<file path="src/rtl/lock_pkg.sv">
// rtl/lock_pkg.sv - shared state encoding and code-digit helper for lock_core_param
package lock_pkg;

    typedef enum logic [2:0] {
        ST_LOCKED   = 3'b000,
        ST_ENTRY    = 3'b001,
        ST_UNLOCKED = 3'b010,
        ST_ERROR    = 3'b011,
        ST_LOCKOUT  = 3'b100,
        ST_PROG     = 3'b101
    } lock_state_e;

    // Upper bounds for the flat code vector and a single digit handled by code_digit
    localparam int MAX_CODE_W  = 256;
    localparam int MAX_DIGIT_W = 32;

    // Digit 0 is the most significant field of the flat code and is entered first
    function automatic logic [MAX_DIGIT_W-1:0] code_digit(
        input logic [MAX_CODE_W-1:0] code,
        input int                    digit_w,
        input int                    code_len,
        input int                    idx
    );
        logic [MAX_CODE_W-1:0]  shifted;
        logic [MAX_DIGIT_W-1:0] mask;
        shifted = code >> ((code_len - 1 - idx) * digit_w);
        mask    = (MAX_DIGIT_W'(1) << digit_w) - MAX_DIGIT_W'(1);
        return shifted[MAX_DIGIT_W-1:0] & mask;
    endfunction

endpackage

</file>
<file path="src/rtl/lock_btn_edge.sv">
// rtl/lock_btn_edge.sv - button history register and single-cycle rising-edge pulse
module lock_btn_edge (
    input  logic clk,
    input  logic reset,
    input  logic btn,
    output logic pulse
);

    logic hist_q;
    logic hist_d;

    // History resets high so a button held through reset never fires
    always_comb begin
        hist_d = btn;
    end

    // History register
    always_ff @(posedge clk) begin
        if (reset) begin
            hist_q <= 1'b1;
        end else begin
            hist_q <= hist_d;
        end
    end

    assign pulse = btn & ~hist_q;

endmodule

</file>
<file path="src/rtl/lock_core_param.sv">
// rtl/lock_core_param.sv - parametrised combination-lock core with programmable code
module lock_core_param
    import lock_pkg::*;
#(
    parameter int                             DIGIT_W        = 4,
    parameter int                             CODE_LEN       = 4,
    parameter logic [CODE_LEN*DIGIT_W-1:0]    DEFAULT_CODE   = 16'h1234,
    parameter int                             MAX_TRIES      = 3,
    parameter int                             ERROR_CYCLES   = 1000,
    parameter int                             LOCKOUT_CYCLES = 10000,
    parameter int                             TIMEOUT_CYCLES = 5000,
    parameter int                             RELOCK_CYCLES  = 0
) (
    input  logic                              clk,
    input  logic                              reset,
    input  logic [DIGIT_W-1:0]                in_digit,
    input  logic                              enter_btn,
    input  logic                              lock_btn,
    input  logic                              prog_btn,
    output logic                              locked_led,
    output logic                              unlocked_led,
    output logic                              error_led,
    output logic                              lockout_led,
    output logic [2:0]                        state_leds,
    output logic [$clog2(CODE_LEN+1)-1:0]     digit_count,
    output logic [$clog2(MAX_TRIES+1)-1:0]    tries_left
);

    localparam int CNT_W  = $clog2(CODE_LEN + 1);
    localparam int TRY_W  = $clog2(MAX_TRIES + 1);
    localparam int CODE_W = CODE_LEN * DIGIT_W;
    localparam int TMAX_A = (ERROR_CYCLES > LOCKOUT_CYCLES) ? ERROR_CYCLES : LOCKOUT_CYCLES;
    localparam int TMAX_B = (TIMEOUT_CYCLES > RELOCK_CYCLES) ? TIMEOUT_CYCLES : RELOCK_CYCLES;
    localparam int TMAX   = (TMAX_A > TMAX_B) ? TMAX_A : TMAX_B;
    localparam int TMR_W  = $clog2(TMAX + 1);

    // Loads are N-1 because the state exits on the cycle the counter reads 0,
    // giving a dwell of exactly N cycles
    localparam logic [TMR_W-1:0] ERR_LOAD = TMR_W'((ERROR_CYCLES   > 0) ? ERROR_CYCLES   - 1 : 0);
    localparam logic [TMR_W-1:0] LKO_LOAD = TMR_W'((LOCKOUT_CYCLES > 0) ? LOCKOUT_CYCLES - 1 : 0);
    localparam logic [TMR_W-1:0] TMO_LOAD = TMR_W'((TIMEOUT_CYCLES > 0) ? TIMEOUT_CYCLES - 1 : 0);
    localparam logic [TMR_W-1:0] RLK_LOAD = TMR_W'((RELOCK_CYCLES  > 0) ? RELOCK_CYCLES  - 1 : 0);
    localparam logic [CNT_W-1:0] LAST_IDX = CNT_W'(CODE_LEN - 1);
    localparam logic [TRY_W-1:0] TRY_MAX  = TRY_W'(MAX_TRIES);

    lock_state_e        state_q, state_d;
    logic [CNT_W-1:0]   cnt_q, cnt_d;
    logic [TRY_W-1:0]   tries_q, tries_d;
    logic               mis_q, mis_d;
    logic [TMR_W-1:0]   timer_q, timer_d;
    logic [CODE_W-1:0]  code_q, code_d;
    logic [CODE_W-1:0]  stage_q, stage_d;

    logic               enter_e, lock_e, prog_e;
    logic [DIGIT_W-1:0] exp_digit;
    logic               dig_ne, mis_n, expired, last;

    lock_btn_edge u_enter_edge (.clk(clk), .reset(reset), .btn(enter_btn), .pulse(enter_e));
    lock_btn_edge u_lock_edge  (.clk(clk), .reset(reset), .btn(lock_btn),  .pulse(lock_e));
    lock_btn_edge u_prog_edge  (.clk(clk), .reset(reset), .btn(prog_btn),  .pulse(prog_e));

    // Next-state logic: sequence tracking, shared timer, code programming
    always_comb begin
        state_d   = state_q;
        cnt_d     = cnt_q;
        tries_d   = tries_q;
        mis_d     = mis_q;
        code_d    = code_q;
        stage_d   = stage_q;
        timer_d   = (timer_q != '0) ? timer_q - TMR_W'(1) : '0;
        exp_digit = DIGIT_W'(code_digit(MAX_CODE_W'(code_q), DIGIT_W, CODE_LEN, int'(cnt_q)));
        dig_ne    = (in_digit != exp_digit);
        mis_n     = mis_q | dig_ne;
        expired   = (timer_q == '0);
        last      = (cnt_q == LAST_IDX);

        case (state_q)
            ST_LOCKED: begin
                if (enter_e) begin
                    mis_d   = dig_ne;
                    cnt_d   = CNT_W'(1);
                    timer_d = TMO_LOAD;
                    state_d = ST_ENTRY;
                end
            end
            ST_ENTRY: begin
                if (enter_e) begin
                    mis_d   = mis_n;
                    cnt_d   = cnt_q + CNT_W'(1);
                    timer_d = TMO_LOAD;
                    if (last) begin
                        cnt_d = '0;
                        if (!mis_n) begin
                            tries_d = TRY_MAX;
                            timer_d = RLK_LOAD;
                            state_d = ST_UNLOCKED;
                        end else if (tries_q > TRY_W'(1)) begin
                            tries_d = tries_q - TRY_W'(1);
                            timer_d = ERR_LOAD;
                            state_d = ST_ERROR;
                        end else begin
                            tries_d = '0;
                            timer_d = LKO_LOAD;
                            state_d = ST_LOCKOUT;
                        end
                    end
                end else if (expired) begin
                    cnt_d   = '0;
                    state_d = ST_LOCKED;
                end
            end
            ST_ERROR: begin
                if (expired) begin
                    state_d = ST_LOCKED;
                end
            end
            ST_LOCKOUT: begin
                if (expired) begin
                    tries_d = TRY_MAX;
                    state_d = ST_LOCKED;
                end
            end
            ST_UNLOCKED: begin
                if (lock_e) begin
                    state_d = ST_LOCKED;
                end else if (prog_e) begin
                    cnt_d   = '0;
                    timer_d = TMO_LOAD;
                    state_d = ST_PROG;
                end else if (enter_e) begin
                    timer_d = RLK_LOAD;
                end else if ((RELOCK_CYCLES > 0) && expired) begin
                    state_d = ST_LOCKED;
                end
            end
            ST_PROG: begin
                if (lock_e) begin
                    cnt_d   = '0;
                    state_d = ST_LOCKED;
                end else if (enter_e) begin
                    stage_d[(CODE_LEN - 1 - int'(cnt_q)) * DIGIT_W +: DIGIT_W] = in_digit;
                    cnt_d   = cnt_q + CNT_W'(1);
                    timer_d = TMO_LOAD;
                    if (last) begin
                        code_d  = stage_d;
                        cnt_d   = '0;
                        timer_d = RLK_LOAD;
                        state_d = ST_UNLOCKED;
                    end
                end else if (expired) begin
                    cnt_d   = '0;
                    timer_d = RLK_LOAD;
                    state_d = ST_UNLOCKED;
                end
            end
            default: begin
                cnt_d   = '0;
                state_d = ST_LOCKED;
            end
        endcase
    end

    // State, counters, timer and code registers
    always_ff @(posedge clk) begin
        if (reset) begin
            state_q <= ST_LOCKED;
            cnt_q   <= '0;
            tries_q <= TRY_MAX;
            mis_q   <= 1'b0;
            timer_q <= '0;
            code_q  <= DEFAULT_CODE;
            stage_q <= '0;
        end else begin
            state_q <= state_d;
            cnt_q   <= cnt_d;
            tries_q <= tries_d;
            mis_q   <= mis_d;
            timer_q <= timer_d;
            code_q  <= code_d;
            stage_q <= stage_d;
        end
    end

    assign locked_led   = (state_q == ST_LOCKED)   || (state_q == ST_ENTRY);
    assign unlocked_led = (state_q == ST_UNLOCKED) || (state_q == ST_PROG);
    assign error_led    = (state_q == ST_ERROR)    || (state_q == ST_LOCKOUT);
    assign lockout_led  = (state_q == ST_LOCKOUT);
    assign state_leds   = state_q;
    assign digit_count  = cnt_q;
    assign tries_left   = tries_q;

endmodule

</file>
<file path="config.mk">
export PLATFORM = sky130hd
export DESIGN_NAME = lock_core_param
export DESIGN_NICKNAME = d
export VERILOG_FILES = /design/src/rtl/lock_pkg.sv /design/src/rtl/lock_btn_edge.sv /design/src/rtl/lock_core_param.sv
export SDC_FILE = /design/constraint.sdc
export NUM_CORES = 1
export LEC_CHECK = 0
export ABC_AREA = 0
export CAP_MARGIN = 20
export CELL_PAD_IN_SITES_DETAIL_PLACEMENT = 1
export CELL_PAD_IN_SITES_GLOBAL_PLACEMENT = 2
export CORE_MARGIN = 4
export CORE_UTILIZATION = 36
export DETAILED_ROUTE_END_ITERATION = 16
export GPL_ROUTABILITY_DRIVEN = 1
export GPL_TIMING_DRIVEN = 0
export PLACE_DENSITY_LB_ADDON = 0.25
export SLEW_MARGIN = 20
export SYNTH_ARGS = -nofsm -noshare
export SYNTH_HDL_FRONTEND = slang
export SYNTH_SLANG_ARGS = --single-unit
</file>
<file path="constraint.sdc">
create_clock -name clk -period 3.34 [get_ports clk]
set_clock_uncertainty 0.1 [all_clocks]
set_input_delay 0.334 -clock clk [delete_from_list [all_inputs] [get_ports clk]]
set_output_delay 0.334 -clock clk [all_outputs]
set_load 0.02 [all_outputs]
</file>
==> reports/results.ini, run 1 <==
[logic_synthesis]
syn_avg_cell_area_um2 = 7.93
async_flop_share_pct = 0
synth_ff_type = dfxtp_1
synth_xor_area_share_pct = 1.77
synth_edf_count = 0
synth_top_family_by_area = simple AND/OR/NAND/NOR gates
yosys.area.top_type = dfxtp_1
synth_common_cells = nor2_1, dfxtp_1, a21oi_1, nand2_1, mux2i_1
synthMuxAreaShare_pct = 9.13
yosysUniqueCellTypes = 64
ys_seq_elements = 58
synth_seq_area_share_pct = 33.5
yosys.area_share.adder_pct = 2.53
synth_compound_gate_area_share_pct = 22.5
yosysMostFrequentCell = nor2_1
synth_nets = 453
yosys_warnings = 0
synth_area_leaders = dfxtp_1, mux2i_1, nor2_1, a21oi_1, nand2_1
synthSimpleGateAreaFrac_pct = 25.9
yosysTopAreaCellShare_pct = 33.5
syn_area_mm2 = 0.00347
netlist_instances = 437

[sta]
tightest_slew_ps = 753
fmax_mhz = 327
hold_viol = 0
fin_crit_ps = 3060
drv_slew = 0
fin_tns_setup_ps = 0
relSlewSlack_pct = 49.6
setup_violations = 0
holdWs_ps = 343
rsz0062_at_grt = false
fin_crit_sh_pct = 91.7

[floorplan]
start_util_pct = 37.2
die_w_um = 106
die_area_mm2 = 0.0113
die_h_um = 106
fp-row-count = 35
io_pins = 21
core_area_mm2 = 0.00933

[power]
total_power_w = 0.00306
peakVddDrop_uv = 298
power_density_mw_per_mm2 = 752
power.leakage_nw = 1.50

[clocking]
cts_tree = built
cts.path.max_buffers = 2
cts_hold_buf = 0
clkLatencyLatePin_ps = 350
cts_max_level = 3
cts.sinks = 58
numCtsBuffers = 9
cts.clk_slew.worst_paths_ps = 90
clockRootBuffer = clkbuf_8

[setup_path]
crit_required_ps = 3460
path_class = reg2reg
cp_max_fo = 10
arrival_ps = 3180
end_kind = flip-flop
start_kind = flip-flop

[grt]
antenna_found_initial = 0
grt_pass1_vias = 3393
grt_usage_pct = 20.3
grt_pass1_wl_um = 18100
grt_overflow = 0
grt_max_degree = 13

[placement]
place.gp.congestion = 0.831
hpwl_um = 8160
port_buffers = 18

[final_layout]
nets = 482
fill_cells = 1178
diodes = 0
drive_gt1_share_pct = 9.55
syn_to_final_growth_pct = 17.5

[route]
via_per_inst = 5.53
drcViolationCount = 0
dr.first_iter.drc_count = 199
drtPass1Iterations = 4
wirelength_um = 11000
vias = 3319
wl_per_cell_um = 18.3
ant_nets = 0

[status]
status = finished, final reports clean

[job]
max_cap_viol_count = 0

[worst_hold_path]
worstHoldPathType = in2reg

==> registers in the layout (all words and copies together), names as in the netlist <==
signal,flops
mis_q,1
code_q,16
tries_left,2
timer_q,14
u_lock_edge.hist_q,1
u_enter_edge.hist_q,1
stage_q,16
u_prog_edge.hist_q,1
digit_count,3
state_leds,3
==> per-stage QoR <==
stage	area (um2)	util [%]	setup slack, ps	std cells
after floorplan	3470	-	485	437
after global routing	4070	43.7	1.11	600
after global placement	3810	40.8	40.5	584
after detailed placement	3810	40.8	3.43	584
after CTS	4060	43.5	91.3	600
final	4070	43.7	278	600
==> where the power goes <==
| part | switching [W] | leakage [nW] | internal [W] | total (W) |
|---|---|---|---|---|
| sequential | 0.000100 | 0.472 | 0.000784 | 0.000885 |
| combinational | 0.000794 | 0.904 | 0.000542 | 0.00134 |
| clock | 0.000341 | 0.124 | 0.000502 | 0.000843 |
==> layout by cell type, fill, tap and decap left out, types with 4 or more instances in the layout <==
cell type / synthesis / routed
nand2b_1: 7 / 7
mux2i_1: 26 / 26
or3_1: 6 / 6
a221o_1: 4 / 4
nand3_1: 11 / 11
dfxtp_1: 58 / 57
a221oi_1: 5 / 5
clkdlybuf4s50_1: 0 / 18
inv_1: 9 / 9
buf_2: 7 / 7
or2_2: 7 / 7
a211oi_1: 16 / 16
nor4_1: 6 / 5
a21o_1: 4 / 4
clkbuf_1: 19 / 19
xor2_1: 5 / 5
ha_1: 7 / 7
clkbuf_8: 0 / 9
nor2_1: 69 / 68
a21oi_1: 33 / 33
o21ai_0: 16 / 16
nor3_1: 10 / 10
nor2b_1: 12 / 12
nand2_1: 33 / 33
o211ai_1: 6 / 6
==> cell families (layout without fill, tap and decap cells) <==
| logic type | after synthesis | count (layout) |
|---|---|---|
| and+or+nand+nor | 182 | 182 |
| AOI/OAI and AO/OA | 115 | 115 |
| buffers and inverters | 39 | 73 |
| DFF | 58 | 58 |
| muxes | 29 | 29 |
| adders and majority gates | 7 | 7 |
| xor gates and xnor gates | 7 | 7 |
==> worst max-delay path, stage by stage (launching register included) <==
cell and delay, ps:
dfxtp_2 440, buf_2 270, buf_2 280, nand3_1 170, ha_1 300, clkbuf_1 250, nor4bb_1 320, nand2_1 280
nor2_4 260, mux2i_1 210, nor2_1 50
==> layer usage <==
metal	GRT usage, %	routed length, um	up-vias
li1	-	-	1658
met1	29.6	5550	1598
met2	30.5	4830	51
met3	3.70	519	12
met4	5.37	115	0
met5	0	0	-
==> what timing repair did <==
action,CTS,global route
gates resized for setup,1,2
pin swaps,0,0
setup buffers,0,0
setup endpoints to repair,4,5
==> worst paths after layout <==
kind	slack, ps	from	cells past startpoint	to
setup / recovery	280	digit_count[0]	10	stage_q[11]
hold / removal	340	reset	2	tries_left[1]
setup reg to reg	280	digit_count[0]	10	stage_q[11]
hold reg to reg	370	mis_q	2	mis_q
==> cell type report <==
class / count / area [um2] / share of cell area, %
clock buffers: 9 / 124 / 3.04
multi-input cells: 340 / 2160 / 53.0
well taps: 129 / 161 / 3.96
plain buffers: 29 / 123 / 3.01
flip-flops and latches: 58 / 1160 / 28.5
clock inverters: 7 / 125 / 3.07
inverters: 10 / 37.5 / 0.922
repair buffers: 18 / 180 / 4.42
(Power assumes the default switching activity.)
==> run 2, diff against run 1 <==
--- a/config.mk
+++ b/config.mk
@@ -14,8 +14,7 @@
 export DETAILED_ROUTE_END_ITERATION = 16
 export GPL_ROUTABILITY_DRIVEN = 1
 export GPL_TIMING_DRIVEN = 0
-export PLACE_DENSITY_LB_ADDON = 0.25
-export SLEW_MARGIN = 20
+export PLACE_DENSITY_LB_ADDON = 0.1
 export SYNTH_ARGS = -nofsm -noshare
 export SYNTH_HDL_FRONTEND = slang
 export SYNTH_SLANG_ARGS = --single-unit
==> reports/results.ini, run 2 (synthesized netlist as in run 1, its figures left out) <==
[status]
status = finished, final reports clean  ; unchanged

[sta]
relSlewSlack_pct = 52.3  ; was 49.6%
setup_violations = 0  ; unchanged
drv_slew = 0  ; unchanged
tightest_slew_ps = 714  ; was 753 ps
rsz0062_at_grt = false  ; unchanged
hold_viol = 0  ; unchanged
fmax_mhz = 320  ; was 327 MHz
fin_ws_ps = 217  ; was 278 ps
fin_crit_sh_pct = 93.5  ; was 91.7%
fin_crit_ps = 3120  ; was 3060 ps

[setup_path]
crit_required_ps = 3450  ; was 3460 ps
reg2regPathDepth = 10  ; unchanged
r2r_start = digit_count[0]  ; unchanged
endpoint = stage_q[11]  ; unchanged
end_kind = flip-flop  ; unchanged
path_class = reg2reg  ; unchanged
arrival_ps = 3240  ; was 3180 ps
path_depth = 10  ; unchanged
cp_common_cell = buf_2  ; unchanged
crit_family = simple AND/OR/NAND/NOR gates  ; unchanged
worstReg2RegEnd = stage_q[11]  ; unchanged
crit_chain = buf_2, buf_2, nand3_1, ha_1, clkbuf_1, nor4bb_1, nand2_1, nor2_4, mux2i_1, nor2_1  ; unchanged
start_kind = flip-flop  ; unchanged
crit_slowest_cell = dfxtp_2  ; unchanged
crit_buf_inv = 3  ; unchanged
cp_max_fo = 10  ; unchanged
cp-startpoint = digit_count[0]  ; unchanged
r2r_slack_ps = 220  ; was 280 ps
cpPeakStageDelay_ps = 460  ; was 440 ps

[clocking]
cts_max_level = 3  ; unchanged
cts_hold_buf = 0  ; unchanged
cts.clk_slew.worst_paths_ps = 70  ; was 90 ps
clkLatencyLatePin_ps = 360  ; was 350 ps
cts.sinks = 58  ; unchanged
cts_tree = built  ; unchanged
cts.path.max_buffers = 2  ; unchanged
clockRootBuffer = clkbuf_8  ; unchanged
numCtsBuffers = 9  ; unchanged

[placement]
hpwl_um = 8350  ; was 8160 um
dp_slack_ps = -75.5  ; was 3.43 ps
port_buffers = 18  ; unchanged
place.gp.congestion = 0.846  ; was 0.831
dpl_cell_area_mm2 = 0.00381  ; unchanged

[grt]
antenna_found_initial = 0  ; unchanged
grt_usage_pct = 20.7  ; was 20.3%
grt_overflow = 0  ; unchanged
grt_max_degree = 11  ; was 13
grt_pass1_vias = 3423  ; was 3393
grt_pass1_wl_um = 18400  ; was 18100 um

[final_layout]
reg_top3 = code_q (16), stage_q (16), timer_q (14)  ; unchanged
post-route-cell-area_mm2 = 0.00403  ; was 0.00407 mm2
nets = 483  ; was 482
drive_gt1_share_pct = 9.53  ; was 9.55%
syn_to_final_growth_pct = 16.1  ; was 17.5%
final_cell_mix = nor2_1, dfxtp_1, nand2_1, a21oi_1, mux2i_1  ; unchanged
fill_cells = 1153  ; was 1178
final_common_cell = nor2_1  ; unchanged
diodes = 0  ; unchanged

[power]
power_density_mw_per_mm2 = 727  ; was 752 mW/mm2
pwr-share-clk_pct = 23.5  ; was 27.5%
comb_power_share_pct = 46.3  ; was 43.6%
p_seq_share_pct = 30.3  ; was 28.9%
switchingPower_w = 0.00122  ; was 0.00124 W
power.leakage_nw = 1.48  ; was 1.50 nW
p_int_w = 0.00171  ; was 0.00183 W
power_switching_share_pct = 41.5  ; was 40.3%
peakVddDrop_uv = 284  ; was 298 uV

[job]
max_cap_viol_count = 0  ; unchanged

[route]
wirelength_um = 11300  ; was 11000 um
vias = 3421  ; was 3319
drtPass1Iterations = 4  ; unchanged
drcViolationCount = 0  ; unchanged
dr.first_iter.drc_count = 116  ; was 199
ant_nets = 0  ; unchanged
wl_per_cell_um = 18.7  ; was 18.3 um
via_per_inst = 5.69  ; was 5.53

[worst_hold_path]
worstHoldPathType = in2reg  ; unchanged

[floorplan]
fp-row-count = 35  ; unchanged
start_util_pct = 37.2  ; unchanged
core_area_mm2 = 0.00933  ; unchanged
die_area_mm2 = 0.0113  ; unchanged
io_pins = 21  ; unchanged
die_w_um = 106  ; unchanged
die_h_um = 106  ; unchanged

## run 2: power by group through the flow
| stage | registers [W] | clock network [W] | logic (W) |
|---|---|---|---|
| finish | 0.000886 | 0.000687 | 0.00135 |
| global route | 0.000901 | 0.000734 | 0.00150 |
| CTS | 0.000886 | 0.000708 | 0.00134 |
| detailed placement | 0.000902 | 0 | 0.00133 |
| global placement | 0.000895 | 0 | 0.00131 |
| floorplan | 0.000888 | 0 | 0.000973 |
## run 2: final cells by class
type                            count  area, um2  share of cell area (%)
Multi-Input combinational cell    340       2150                    53.5
Buffer                             29        123                    3.05
Clock buffer                       11        151                    3.76
Inverter                           10       37.5                   0.932
Clock inverter                      5       52.6                    1.31
Timing Repair Buffer               19        185                    4.60
Sequential cell                    58       1160                    28.9
Tap cell                          129        161                    4.01
## run 2: worst min path at each step
stage                     slack [ps]  startpoint             endpoint  cells past startpoint
after detailed placement         370       mis_q                mis_q                      2
after global placement           360  timer_q[4]           timer_q[4]                      2
after CTS                        340       reset        tries_left[1]                      2
after floorplan                  340   enter_btn  u_enter_edge.hist_q                      1
after global routing             400       mis_q                mis_q                      2
final                            360       reset        tries_left[1]                      2
## run 2: what timing repair did
| action | in CTS | in global routing |
|---|---|---|
| endpoints found under the setup margin | 4 | 15 |
| gates resized for setup | 1 | 2 |
| buffers inserted | 0 | 0 |
| gates cloned | 0 | 0 |
| pin swaps | 0 | 1 |
## run 2: metal layers
metal  track usage, %  up-vias  routed length (um)
met5                0        -                   0
met4             6.48        0                 208
met3             3.76       17                 391
met2             30.7       68                4840
met1             30.3     1676                5820
li1                 -     1660                   -
## run 2: per-stage QoR
step | instances | hold slack [ps] | setup TNS [ps] | util [%] | power (W)
after global routing | 601 | 403 | 0 | 43.2 | 0.00313
after detailed placement | 584 | 370 | -275 | 40.8 | 0.00223
after CTS | 600 | 338 | 0 | 43.0 | 0.00294
after global placement | 584 | 357 | 0 | 40.8 | 0.00220
final | 601 | 365 | 0 | 43.2 | 0.00293
after floorplan | 437 | 341 | 0 | - | 0.00186
==> patch (flow settings as in run 1) <==
Change the parameter `MAX_TRIES` from 3 to 2.
--- a/src/rtl/lock_core_param.sv
+++ b/src/rtl/lock_core_param.sv
@@ -5,7 +5,7 @@
     parameter int                             DIGIT_W        = 4,
     parameter int                             CODE_LEN       = 4,
     parameter logic [CODE_LEN*DIGIT_W-1:0]    DEFAULT_CODE   = 16'h1234,
-    parameter int                             MAX_TRIES      = 3,
+    parameter int                             MAX_TRIES      = 2,
     parameter int                             ERROR_CYCLES   = 1000,
     parameter int                             LOCKOUT_CYCLES = 10000,
     parameter int                             TIMEOUT_CYCLES = 5000,
Check against the original RTL: not equivalent (Yosys sat finds a counterexample within 4 cycles, from zero or initial values and one cycle with reset high).
==> patch against run 1 <==
Critical path depth is 1 lower; wire length is 2.2% higher; synthesized cell count is 1.6% higher; sequential cell count unchanged; area after synthesis grew 0.40%; worst setup slack better by 0.021 ns; via count up 2.5%; global-route usage grew 1.0 points; die area grew 0.37%; clock power down 19%; final area is 0.98% lower; power decreased by 6.1%; sequential power fell by 1%; fmax is 0.69% higher; critical path type unchanged.
==> patch: results (changes against run 1) <==
| Metric | Value |
|---|---|
| WL per Instance | 18.6 um (+1.2%) |
| Count of cell types in the netlist | 62 (-3.1%) |
| Via count | 3401 (+2.5%) |
| Share of cells above drive strength 1 | 8.39% (-1.2 points) |
| GPL Wtd Cong | 0.854 (+2.8%) |
| Post-synthesis sequential area ratio | 33.4% (-0.13 points) |
| Final net count | 488 (+1.2%) |
| Leak | 1.49 nW (-0.53%) |
| Total area of sequential cells | 0.00116 mm^2 (-0.11%) |
| Clock power frac | 23.7% (-3.8 points) |
| Initial antenna violation count | 0 (unchanged) |
| Number of global-route vias before repair | 3536 (+4.2%) |
| Share of total power in combinational logic | 45.9% (+2.3 points) |
| Crit-path leading delay family | buffers and inverters |
| Tot GR Track Use | 21.3% (+1.0 points) |
| Port Buffers | 19 (+1) |
| Synth warn | 0 (unchanged) |
| Clock tree cell share of total cell area | 5.00% (-1.1 points) |
| Total nets after synthesis | 460 (+1.5%) |
| Placed Cells | 592 (+1.4%) |
| Fill count | 1166 (-1.0%) |
| Inverters | 16 (+6) |
| Largest net degree at the start of global routing | 20 (+7) |
| CP arrival | 3.17 ns (about the same) |
| Non-clk buf share | 7.66% (+0.23 points) |
| Max VDD drop | 0.302 mV (+1.2%) |
| Largest registers | code_q (16), stage_q (16), timer_q (14) |
| Status | complete, no violations |
| #MultiIn Comb | 339 (-0.29%) |
| Ys async rst share | 0% (unchanged) |
| Dpl hpwl | 8380 um (+2.7%) |
| Num CTS Buffers | 9 (unchanged) |
| Initial drt markers | 134 (-33%) |
| Normalized max-slew margin | 45.0% (-4.6 points) |
| CP max-delay cell | nand4_1 |
| Post-place instance area | 0.00383 mm^2 (+0.62%) |
| Internal power | 1.67 mW (-8.6%) |
| # setup viols final | 0 (unchanged) |
| Final hold vios | 0 (unchanged) |
| Worst Path Max Fanout | 19 (+9) |
| Commonest cells in the synthesized netlist | 62 x nor2_1, 58 x dfxtp_1, 33 x nand2_1 |
| First-pass GRT wire length | 19100 um (+5.4%) |
| Multi-input combinational area share | 53.1% (about the same) |
| Count of non-CTS buffers in the layout | 48 (+2.1%) |
| Pre-CTS setup slack | -0.376 ns (-0.380 ns) |
| Hold crit path type | reg -> reg |
| Syn avg cell area | 7.84 um^2 (-1.2%) |
| Non-filler instance count after layout | 606 (+1.0%) |
| Ranking of synthesized cells by area | dfxtp_1 33%, mux2i_1 7.5%, nor2_1 6.7% |
patch: through the flow:
stage	setup TNS [ns]	power [mW]	utilization, %	hold slack (ns)
6_report	0	2.88	43.2	0.402
5_1_grt	0	3.11	43.2	0.428
4_1_cts	0	2.89	43.2	0.398
3_5_place_dp	-3.30	2.20	41.1	0.378
3_3_place_gp	-2.15	2.18	41.1	0.371
2_1_floorplan	0	1.83	-	0.341
patch: cell families (layout without fill, tap and decap cells):
group	count (synthesis)	count (layout)	share of synthesized area, %
multiplexers	28	28	8.12
XOR/XNOR	7	7	1.76
AND/OR/NAND/NOR	180	180	26.0
AO/OA/AOI/OAI	117	117	23.0
adder cells (fa/ha/maj)	7	7	2.52
flip-flops	58	58	33.4
buffers and inverters	47	80	5.25
patch: timing repair:
item	4_1_cts	5_1_grt
resized for setup	1	3
setup buffers	0	0
cloned	0	0
pin swaps	0	1
hold endpoints to repair	0	0
setup endpoints to repair	16	12
patch: layer usage:
| layer | track usage, % | wire (um) | up-vias |
|---|---|---|---|
| met3 | 3.34 | 358 | 11 |
| li1 | - | - | 1660 |
| met4 | 4.16 | 99 | 0 |
| met1 | 31.4 | 5670 | 1680 |
| met2 | 32.9 | 5120 | 50 |
| met5 | 0 | 0 | - |
patch: final timing paths:
kind,start,end,slack [ns],cells after the start
hold reg to reg,code_q[9]$_SDFFE_PP1P_,code_q[9]$_SDFFE_PP1P_,0.40,2
hold / removal,code_q[9]$_SDFFE_PP1P_,code_q[9]$_SDFFE_PP1P_,0.40,2
setup reg to reg,digit_count[0]$_SDFFE_PP0P_,code_q[0]$_SDFFE_PP0P_,0.30,9
setup / recovery,digit_count[0]$_SDFFE_PP0P_,code_q[0]$_SDFFE_PP0P_,0.30,9
